==> src/rtl/fragment_resolver_if.sv <==
// Main-memory read/write port between the fragment resolver (master) and memory (slave).
interface fragment_resolver_if #(
    parameter int DATA_WIDTH = 32,
    parameter int ADDR_WIDTH = 32
);
    logic [DATA_WIDTH-1:0] mem_rd_data;
    logic [ADDR_WIDTH-1:0] mem_rd_addr;
    logic                  mem_rd_en;
    logic [DATA_WIDTH-1:0] mem_wr_data;
    logic [ADDR_WIDTH-1:0] mem_wr_addr;
    logic                  mem_wr_en;

    modport master (input mem_rd_data, output mem_rd_addr, mem_rd_en, mem_wr_data, mem_wr_addr, mem_wr_en);
    modport slave  (output mem_rd_data, input mem_rd_addr, mem_rd_en, mem_wr_data, mem_wr_addr, mem_wr_en);
endinterface

==> src/rtl/fragment_resolver.sv <==
// Walks the rasteriser's fragment array, bounds/depth-tests each fragment and
// commits depth and colour to the framebuffer, one fragment in flight at a time.
module fragment_resolver #(
    parameter int DATA_WIDTH                       = 32,
    parameter int MAIN_MEM_ADDR_WIDTH              = 32,
    parameter int LOCAL_VERTEX_MEM_ADDR_WIDTH      = 4,
    parameter int MAIN_MEM_CYCLES_WAIT_FOR_RECIEVE = 1
) (
    input  logic                                   clk,
    input  logic                                   resetn,
    input  logic                                   en,
    input  logic                                   start,
    output logic                                   done,
    output logic                                   ready,
    output logic                                   err,
    input  logic [MAIN_MEM_ADDR_WIDTH-1:0]         f_array_ptr,
    input  logic [MAIN_MEM_ADDR_WIDTH-1:0]         fb_ptr,
    input  logic [MAIN_MEM_ADDR_WIDTH-1:0]         zb_ptr,
    input  logic [15:0]                            num_frags,
    input  logic [LOCAL_VERTEX_MEM_ADDR_WIDTH-1:0] vertexSize,
    input  logic [31:0]                            res_reg,
    input  logic                                   depth_test_en,
    fragment_resolver_if.master                    mem,
    output logic [15:0]                            frags_written,
    output logic [15:0]                            frags_discarded
);
    localparam int AW  = MAIN_MEM_ADDR_WIDTH;
    localparam int DW  = DATA_WIDTH;
    localparam int VW  = LOCAL_VERTEX_MEM_ADDR_WIDTH;
    localparam int LAT = MAIN_MEM_CYCLES_WAIT_FOR_RECIEVE;

    localparam logic [3:0] S_IDLE       = 4'd0;
    localparam logic [3:0] S_FETCH      = 4'd1;
    localparam logic [3:0] S_WAIT_FETCH = 4'd2;
    localparam logic [3:0] S_CHECK      = 4'd3;
    localparam logic [3:0] S_ZREAD      = 4'd4;
    localparam logic [3:0] S_ZWAIT      = 4'd5;
    localparam logic [3:0] S_WRITE_Z    = 4'd6;
    localparam logic [3:0] S_WRITE_C    = 4'd7;
    localparam logic [3:0] S_NEXT       = 4'd8;
    localparam logic [3:0] S_DONE       = 4'd9;

    logic [3:0]    state_q, state_d;
    logic [1:0]    fcnt_q, fcnt_d;
    logic [AW-1:0] base_q, base_d, fb_q, fb_d, zb_q, zb_d, pix_q, pix_d;
    logic [15:0]   num_q, num_d, idx_q, idx_d;
    logic [VW-1:0] vsize_q, vsize_d;
    logic [31:0]   res_q, res_d;
    logic          dte_q, dte_d, err_q, err_d;
    logic [DW-1:0] x_q, x_d, y_q, y_d, z_q, z_d, col_q, col_d;
    logic [15:0]   written_q, written_d, discarded_q, discarded_d;

    logic          rd_en, wr_en;
    logic [AW-1:0] rd_addr, wr_addr;
    logic [DW-1:0] wr_data;

    // Each issued read carries a tag {valid, is_depth, word}; it emerges exactly when its data does.
    logic [3:0] tag_q [LAT];
    logic [3:0] tag_d;
    logic       ret_v, ret_z;
    logic [1:0] ret_idx;

    assign tag_d   = {rd_en, state_q == S_ZREAD, fcnt_q};
    assign ret_v   = tag_q[LAT-1][3];
    assign ret_z   = tag_q[LAT-1][2];
    assign ret_idx = tag_q[LAT-1][1:0];

    always_ff @(posedge clk or negedge resetn) begin
        if (!resetn) begin
            for (int i = 0; i < LAT; i++) tag_q[i] <= '0;
        end else begin
            tag_q[0] <= tag_d;
            for (int i = 1; i < LAT; i++) tag_q[i] <= tag_q[i-1];
        end
    end

    function automatic logic [15:0] sat_inc(input logic [15:0] v);
        return (v == 16'hFFFF) ? v : v + 16'd1;
    endfunction

    always_comb begin
        state_d     = state_q;
        fcnt_d      = fcnt_q;
        base_d      = base_q;
        fb_d        = fb_q;
        zb_d        = zb_q;
        pix_d       = pix_q;
        num_d       = num_q;
        idx_d       = idx_q;
        vsize_d     = vsize_q;
        res_d       = res_q;
        dte_d       = dte_q;
        x_d         = x_q;
        y_d         = y_q;
        z_d         = z_q;
        col_d       = col_q;
        written_d   = written_q;
        discarded_d = discarded_q;
        err_d       = 1'b0;

        if (ret_v && !ret_z) begin
            case (ret_idx)
                2'd0:    x_d   = mem.mem_rd_data;
                2'd1:    y_d   = mem.mem_rd_data;
                2'd2:    z_d   = mem.mem_rd_data;
                default: col_d = mem.mem_rd_data;
            endcase
        end

        case (state_q)
            S_IDLE: begin
                if (start) begin
                    base_d  = f_array_ptr;
                    fb_d    = fb_ptr;
                    zb_d    = zb_ptr;
                    num_d   = num_frags;
                    vsize_d = vertexSize;
                    res_d   = res_reg;
                    dte_d   = depth_test_en;
                    if (vertexSize < VW'(3)) begin
                        err_d = 1'b1;
                    end else if (num_frags == 16'd0) begin
                        state_d = S_DONE;
                    end else begin
                        written_d   = '0;
                        discarded_d = '0;
                        idx_d       = '0;
                        fcnt_d      = '0;
                        state_d     = S_FETCH;
                    end
                end
            end
            S_FETCH: begin
                fcnt_d = fcnt_q + 2'd1;
                if (fcnt_q == 2'd3) state_d = S_WAIT_FETCH;
            end
            S_WAIT_FETCH: begin
                if (ret_v && !ret_z && ret_idx == 2'd3) state_d = S_CHECK;
            end
            S_CHECK: begin
                if (x_q >= DW'(res_q[31:16]) || y_q >= DW'(res_q[15:0])) begin
                    discarded_d = sat_inc(discarded_q);
                    state_d     = S_NEXT;
                end else begin
                    pix_d   = AW'(y_q) * AW'(res_q[31:16]) + AW'(x_q);
                    state_d = dte_q ? S_ZREAD : S_WRITE_Z;
                end
            end
            S_ZREAD: state_d = S_ZWAIT;
            S_ZWAIT: begin
                // Strictly-less wins; an equal depth loses to the fragment already stored.
                if (ret_v && ret_z) begin
                    if (z_q < mem.mem_rd_data) begin
                        state_d = S_WRITE_Z;
                    end else begin
                        discarded_d = sat_inc(discarded_q);
                        state_d     = S_NEXT;
                    end
                end
            end
            S_WRITE_Z: state_d = S_WRITE_C;
            S_WRITE_C: begin
                written_d = sat_inc(written_q);
                state_d   = S_NEXT;
            end
            S_NEXT: begin
                if (idx_q + 16'd1 == num_q) begin
                    idx_d   = idx_q + 16'd1;
                    base_d  = base_q + AW'(vsize_q) + AW'(1);
                    state_d = S_DONE;
                end else if (en) begin
                    idx_d   = idx_q + 16'd1;
                    base_d  = base_q + AW'(vsize_q) + AW'(1);
                    fcnt_d  = '0;
                    state_d = S_FETCH;
                end
            end
            S_DONE:  state_d = S_IDLE;
            default: state_d = S_IDLE;
        endcase
    end

    always_ff @(posedge clk or negedge resetn) begin
        if (!resetn) begin
            state_q     <= S_IDLE;
            fcnt_q      <= '0;
            base_q      <= '0;
            fb_q        <= '0;
            zb_q        <= '0;
            pix_q       <= '0;
            num_q       <= '0;
            idx_q       <= '0;
            vsize_q     <= '0;
            res_q       <= '0;
            dte_q       <= 1'b0;
            err_q       <= 1'b0;
            x_q         <= '0;
            y_q         <= '0;
            z_q         <= '0;
            col_q       <= '0;
            written_q   <= '0;
            discarded_q <= '0;
        end else begin
            state_q     <= state_d;
            fcnt_q      <= fcnt_d;
            base_q      <= base_d;
            fb_q        <= fb_d;
            zb_q        <= zb_d;
            pix_q       <= pix_d;
            num_q       <= num_d;
            idx_q       <= idx_d;
            vsize_q     <= vsize_d;
            res_q       <= res_d;
            dte_q       <= dte_d;
            err_q       <= err_d;
            x_q         <= x_d;
            y_q         <= y_d;
            z_q         <= z_d;
            col_q       <= col_d;
            written_q   <= written_d;
            discarded_q <= discarded_d;
        end
    end

    always_comb begin
        rd_en   = 1'b0;
        rd_addr = '0;
        wr_en   = 1'b0;
        wr_addr = '0;
        wr_data = '0;
        case (state_q)
            S_FETCH: begin
                rd_en   = 1'b1;
                rd_addr = base_q + AW'(fcnt_q);
            end
            S_ZREAD: begin
                rd_en   = 1'b1;
                rd_addr = zb_q + pix_q;
            end
            S_WRITE_Z: begin
                wr_en   = 1'b1;
                wr_addr = zb_q + pix_q;
                wr_data = z_q;
            end
            S_WRITE_C: begin
                wr_en   = 1'b1;
                wr_addr = fb_q + pix_q;
                wr_data = col_q;
            end
            default: ;
        endcase
    end

    assign mem.mem_rd_en    = rd_en;
    assign mem.mem_rd_addr  = rd_addr;
    assign mem.mem_wr_en    = wr_en;
    assign mem.mem_wr_addr  = wr_addr;
    assign mem.mem_wr_data  = wr_data;
    assign done             = (state_q == S_DONE) || err_q;
    assign ready            = (state_q == S_IDLE);
    assign err              = err_q;
    assign frags_written    = written_q;
    assign frags_discarded  = discarded_q;
endmodule

==> src/flat_wrapper.sv <==
// flat-port wrapper written by rule: the top's interface ports become plain ports
module fragment_resolver_flat 
#(
    parameter int DATA_WIDTH                       = 32,
    parameter int MAIN_MEM_ADDR_WIDTH              = 32,
    parameter int LOCAL_VERTEX_MEM_ADDR_WIDTH      = 4,
    parameter int MAIN_MEM_CYCLES_WAIT_FOR_RECIEVE = 1
)
  (clk, resetn, en, start, done, ready, err, f_array_ptr, fb_ptr, zb_ptr, num_frags, vertexSize, res_reg, depth_test_en, frags_written, frags_discarded, mem_mem_rd_data, mem_mem_rd_addr, mem_mem_rd_en, mem_mem_wr_data, mem_mem_wr_addr, mem_mem_wr_en);
  fragment_resolver_if #(.DATA_WIDTH(DATA_WIDTH), .ADDR_WIDTH(32)) mem_i ();
  input  logic clk;
  input  logic resetn;
  input  logic en;
  input  logic start;
  output logic done;
  output logic ready;
  output logic err;
  input  logic [MAIN_MEM_ADDR_WIDTH-1:0] f_array_ptr;
  input  logic [MAIN_MEM_ADDR_WIDTH-1:0] fb_ptr;
  input  logic [MAIN_MEM_ADDR_WIDTH-1:0] zb_ptr;
  input  logic [15:0] num_frags;
  input  logic [LOCAL_VERTEX_MEM_ADDR_WIDTH-1:0] vertexSize;
  input  logic [31:0] res_reg;
  input  logic depth_test_en;
  output logic [15:0] frags_written;
  output logic [15:0] frags_discarded;
  input wire logic [$bits(mem_i.mem_rd_data)-1:0] mem_mem_rd_data;
  output wire logic [$bits(mem_i.mem_rd_addr)-1:0] mem_mem_rd_addr;
  output wire logic [$bits(mem_i.mem_rd_en)-1:0] mem_mem_rd_en;
  output wire logic [$bits(mem_i.mem_wr_data)-1:0] mem_mem_wr_data;
  output wire logic [$bits(mem_i.mem_wr_addr)-1:0] mem_mem_wr_addr;
  output wire logic [$bits(mem_i.mem_wr_en)-1:0] mem_mem_wr_en;
  assign mem_i.mem_rd_data = mem_mem_rd_data;
  assign mem_mem_rd_addr = mem_i.mem_rd_addr;
  assign mem_mem_rd_en = mem_i.mem_rd_en;
  assign mem_mem_wr_data = mem_i.mem_wr_data;
  assign mem_mem_wr_addr = mem_i.mem_wr_addr;
  assign mem_mem_wr_en = mem_i.mem_wr_en;
  fragment_resolver #(.DATA_WIDTH(DATA_WIDTH), .MAIN_MEM_ADDR_WIDTH(MAIN_MEM_ADDR_WIDTH), .LOCAL_VERTEX_MEM_ADDR_WIDTH(LOCAL_VERTEX_MEM_ADDR_WIDTH), .MAIN_MEM_CYCLES_WAIT_FOR_RECIEVE(MAIN_MEM_CYCLES_WAIT_FOR_RECIEVE)) u_core (.clk(clk), .resetn(resetn), .en(en), .start(start), .done(done), .ready(ready), .err(err), .f_array_ptr(f_array_ptr), .fb_ptr(fb_ptr), .zb_ptr(zb_ptr), .num_frags(num_frags), .vertexSize(vertexSize), .res_reg(res_reg), .depth_test_en(depth_test_en), .mem(mem_i), .frags_written(frags_written), .frags_discarded(frags_discarded));
endmodule
==> config.mk <==
export PLATFORM = sky130hd
export DESIGN_NAME = fragment_resolver_flat
export DESIGN_NICKNAME = d
export VERILOG_FILES = /design/src/rtl/fragment_resolver_if.sv /design/src/rtl/fragment_resolver.sv /design/src/flat_wrapper.sv
export SDC_FILE = /design/constraint.sdc
export NUM_CORES = 2
export LEC_CHECK = 0
export BUFFER_PORTS_ARGS = -buffer_cell sky130_fd_sc_hd__buf_2
export CAP_MARGIN = 20
export CORE_UTILIZATION = 40
export DETAILED_ROUTE_END_ITERATION = 12
export GPL_TIMING_DRIVEN = 0
export PLACE_DENSITY = 0.6
export SETUP_SLACK_MARGIN = 0.1
export SYNTH_ARGS = -nofsm -noshare
export SYNTH_HDL_FRONTEND = slang
export SYNTH_SLANG_ARGS = --single-unit
==> constraint.sdc <==
create_clock -name clk -period 6.82 [get_ports clk]
set_input_delay 0.341 -clock clk [delete_from_list [all_inputs] [get_ports clk]]
set_output_delay 0.341 -clock clk [all_outputs]
set_load 0.05 [all_outputs]
==> metrics list <==
- The portion of synthesized area spent on multiplexers is 7.45%.
* 1st-pass router iterations: 6
* Xor-xnor portion of the synthesized cell area: 4.42%
- At the pin with the least slew margin, the transition time is 1140 ps.
* Number of remaining DRC errors: 0
* Startpoint kind of the worst setup timing path: register
* Fraction of layout cells with a size suffix above 1: 17.2%
- Of all nets on the critical path, the largest fanout is 10.
- Area fraction in and, or, nand and nor cells after synthesis: 14.8%
* Post-Place Worst Slack: -1020 ps
- Most frequent CP cell: fa_1
- First DRT Iteration DRCs: 2138
- Final net count: 4953
- Maximum level of the CTS H-tree: 2
- Across the run, the number of max-cap violations was 0.
* Top area cells in the synthesized netlist: dfrtp_1, fa_1, ha_1
- Height of the die: 295 um
- Mean routed wirelength per cell: 21.6 um
- Time the final worst path needs with I/O delays and setup: 6600 ps
- Bufs on Longest Clock Path: 3
* Netlist area before placement: 0.0343 mm2
- Mapped Cells: 3771
- Number of hold violations in the final report: 0
- Worst path arrival time: 7060 ps
* Main synth FF type: dfrtp_1
- CP Data Required Time: 7280 ps
* Number of non-filler instances in the completed layout: 5392
* Proportion of synthesized flip-flops having asynchronous set or reset: 100%
- Traced cell by cell, the critical path runs through buf_12 -> nand2_1 -> fa_1 -> fa_1 -> fa_1 -> fa_1 -> inv_1 -> fa_1 -> inv_1 -> fa_1 -> inv_1 -> ha_2 -> or4b_4 -> a21oi_4 -> nor4_2 -> a2111oi_4 -> buf_4 -> o21ai_2 -> or4_1 -> a31oi_2 -> xor2_1 -> o21ai_1.
- Critical R2R Launch: u_core.res_q[17]
- Floorplan die area: 0.0869 mm2
- Counting every net in the synthesized netlist gives 4497.
* Overall Global Routing Usage: 26.8%
- Antenna Nets Post-Route: 0
- Top-level port count: 318
- Largest net degree at the start of global routing: 116
* Largest family of logic cells by synthesized area: adder cells
* Clock Pin Slew Worst Setup and Hold Paths: 70 ps
- Type of element capturing the critical path: register
* RSZ-0062 raised after global routing: no
* Clock buffers created by TritonCTS: 43
- Synthesis inferred 368 register bits.
* Bufs and invs on worst path: 5
- Setup slack on the worst reg-to-reg path comes out at 220 ps.
- Worst skew pair latency: 600 ps
- The worst register-to-register path ends at u_core.pix_q[24].
- Initial standard-cell utilization of the core: 40.7%
- Fraction of post-synthesis cell area in the top cell type by area: 26.9%
- Logic depth of the worst register-to-register path: 22
* Number of warnings issued by yosys: 0
* Placeable core region: 0.0842 mm2
- Beginning of the worst hold path: fb_ptr[15]
- Broken down by cell family, the worst path's largest delay share belongs to adder cells.
* Biggest cell delay along the critical path: 590 ps
- TritonCTS built the clock tree.
- Final critical-path setup slack: 222 ps
- Most frequent cell after synthesis: inv_1
* Number of max-slew violations in the final report: 0
* Mean instance size in the synthesized netlist: 9.09 um2
* Cell depth of the worst min-delay path: 2
* Mean number of vias per cell: 5.39
- dfrtp_1 takes more of the synthesized area than any other cell.
- In this run the worst hold path is classified as input port to register.
- Timing would allow up to 0.152 GHz.
- Status: complete, no violations
* Clock Sink Count: 368
- The first global-routing pass estimated 175 mm of wire.
- Port Buf Inserts: 317
* Normalized max-slew margin: 24.1%
- After layout, the worst path uses 96.7% of the clock period.
- Global placement routability congestion: 0.977
* Cell with the biggest individual delay on the critical path: fa_1
- The tree is rooted in a clkbuf_16.
- Setup violations remaining at the end of the flow were counted as 0.
- Sequential fraction of the synthesis area: 26.9%
* Overflow left after global routing: 0
* Adder-cell share of the synthesized area: 27.2%
* Vias in the first global route: 28910
* Fraction of the mapped netlist area in compound gates: 11.4%
* Critical Setup Path Class: register to register
- The initial antenna violation count came to 5.
- The clock arrives with 30.0 ps of skew.
* Number of enable flip-flop cells after synthesis: 0
- Counting instances in the post-synthesis netlist gives the leading cell types as inv_1, nand2_1, dfrtp_1, fa_1, ha_1.
- Counting the fill cells in the layout gives 8084.
* Worst min-delay path endpoint: u_core.fb_q[15]
- Width of the chip: 295 um
- Distinct cells, synth: 72
- The routed layout has 29065 vias.
- HPWL Detailed: 93.2 mm
* Total wire length: 116 mm
- Dpl cells: 5229
* Growth of design area from synthesis to finish: 17.3%
- Std-Cell Rows: 106
- For the final routed database, the setup TNS stands at 0 ps.
-- how the worst max path moves through the flow --
stage          slack [ps]              from               end  cells after the start
2_1_floorplan         410  u_core.res_q[23]  u_core.pix_q[31]                     23
3_3_place_gp        -2200            resetn  u_core.res_q[25]                      1
3_5_place_dp        -1020  u_core.res_q[23]  u_core.pix_q[31]                     23
4_1_cts               100  u_core.res_q[22]  u_core.pix_q[30]                     23
5_1_grt                60  u_core.res_q[21]  u_core.pix_q[24]                     24
6_report              220  u_core.res_q[17]  u_core.pix_q[24]                     22
-- worst reg2reg max path, cell delays in order, from the launching register on --
cell	delay (ps)
dfrtp_2	480
buf_12	190
nand2_1	80
fa_1	510
fa_1	590
fa_1	470
fa_1	550
inv_1	50
fa_1	470
inv_1	50
fa_1	470
inv_1	40
ha_2	210
or4b_4	550
a21oi_4	140
nor4_2	90
a2111oi_4	340
buf_4	200
o21ai_2	80
or4_1	440
a31oi_2	210
xor2_1	190
o21ai_1	70
-- per-layer routing --
metal,track usage (%),wire length (um),share of wire [%],vias to the layer above
met4,10.6,5200,4.5,6
met2,43.9,53700,46,1134
met3,4.80,9070,7.8,222
met1,35.1,48400,42,14434
li1,-,-,-,13269
met5,0,44,0.038,-
-- cells in the final DEF, fill, tap and decap left out, drive strengths merged, types with 5 or more instances in the layout --
master       netlist  final
a31oi             20     20
nor2b             15     15
o31ai             19     19
clkinv             1      9
mux2i             42     42
a211o              6      6
o41ai              8      8
buf               20    389
nand2            509    509
dlygate4sd3        0     66
o21ai            207    207
o21bai            14     14
and3              42     42
a2111oi            6      6
inv              552    554
or4               10     10
nand3             61     61
o211ai            14     14
mux2             189    189
and2             129    129
or3               14     14
a211oi            17     17
fa               338    338
nor4              23     23
xor2              76     76
a21o              59     59
nand4             26     26
a21oi            145    145
o22ai             49     49
nand2b            28     28
xnor2             97     97
o21a              21     21
nor2             196    196
ha               203    203
clkbuf           150    181
a22o               7      7
nor3              37     37
o32ai              5      5
dfrtp            368    368
bufinv             0      6
-- area by class of cell --
| type | count | area (um2) | area share (%) |
|---|---|---|---|
| multi-input cells | 2680 | 22600 | 56.2 |
| repair buffers | 418 | 2600 | 6.47 |
| inverters | 553 | 2080 | 5.16 |
| diodes | 3 | 7.51 | 0.0187 |
| well taps | 1134 | 1420 | 3.53 |
| clock inverters | 18 | 267 | 0.663 |
| flip-flops and latches | 368 | 9240 | 23.0 |
| plain buffers | 163 | 826 | 2.05 |
| clock buffers | 55 | 1180 | 2.94 |
-- stage by stage --
stage               area, um2  hold slack, ps  utilization [%]
floorplan               34300            45.4                -
global placement        37300             462             44.3
detailed placement      37400             327             44.4
CTS                     39800           0.154             47.3
global route            40200            10.4             47.7
finish                  40200            14.8             47.7
-- cell families (layout without fill, tap and decap cells) --
| family | after synthesis | in the layout |
|---|---|---|
| xor+xnor | 173 | 173 |
| simple gates | 1103 | 1103 |
| buf+inv | 723 | 1207 |
| compound gates | 632 | 632 |
| flops | 368 | 368 |
| other cells | 0 | 3 |
| fa+ha+maj | 541 | 541 |
| mux | 231 | 231 |
-- registers in the layout (all words and copies together) (netlist names), 32 cells and up --
signal	count
u_core.z_q	32
u_core.base_q	32
u_core.col_q	32
u_core.fb_q	32
u_core.y_q	32
u_core.res_q	32
u_core.zb_q	32
u_core.pix_q	32
u_core.x_q	32
-- repair_timing --
item / in CTS / in global routing
hold buffers: 66 / 0
setup buffers: 11 / 17
pin swaps: 6 / 21
hold endpoints to repair: 125 / 0
resized for setup: 99 / 95
endpoints found under the setup margin: 15 / 6
Power is left out: the tool's default activity adds up to more than one toggle a clock period on the data nets, which glitch-free logic cannot reach.
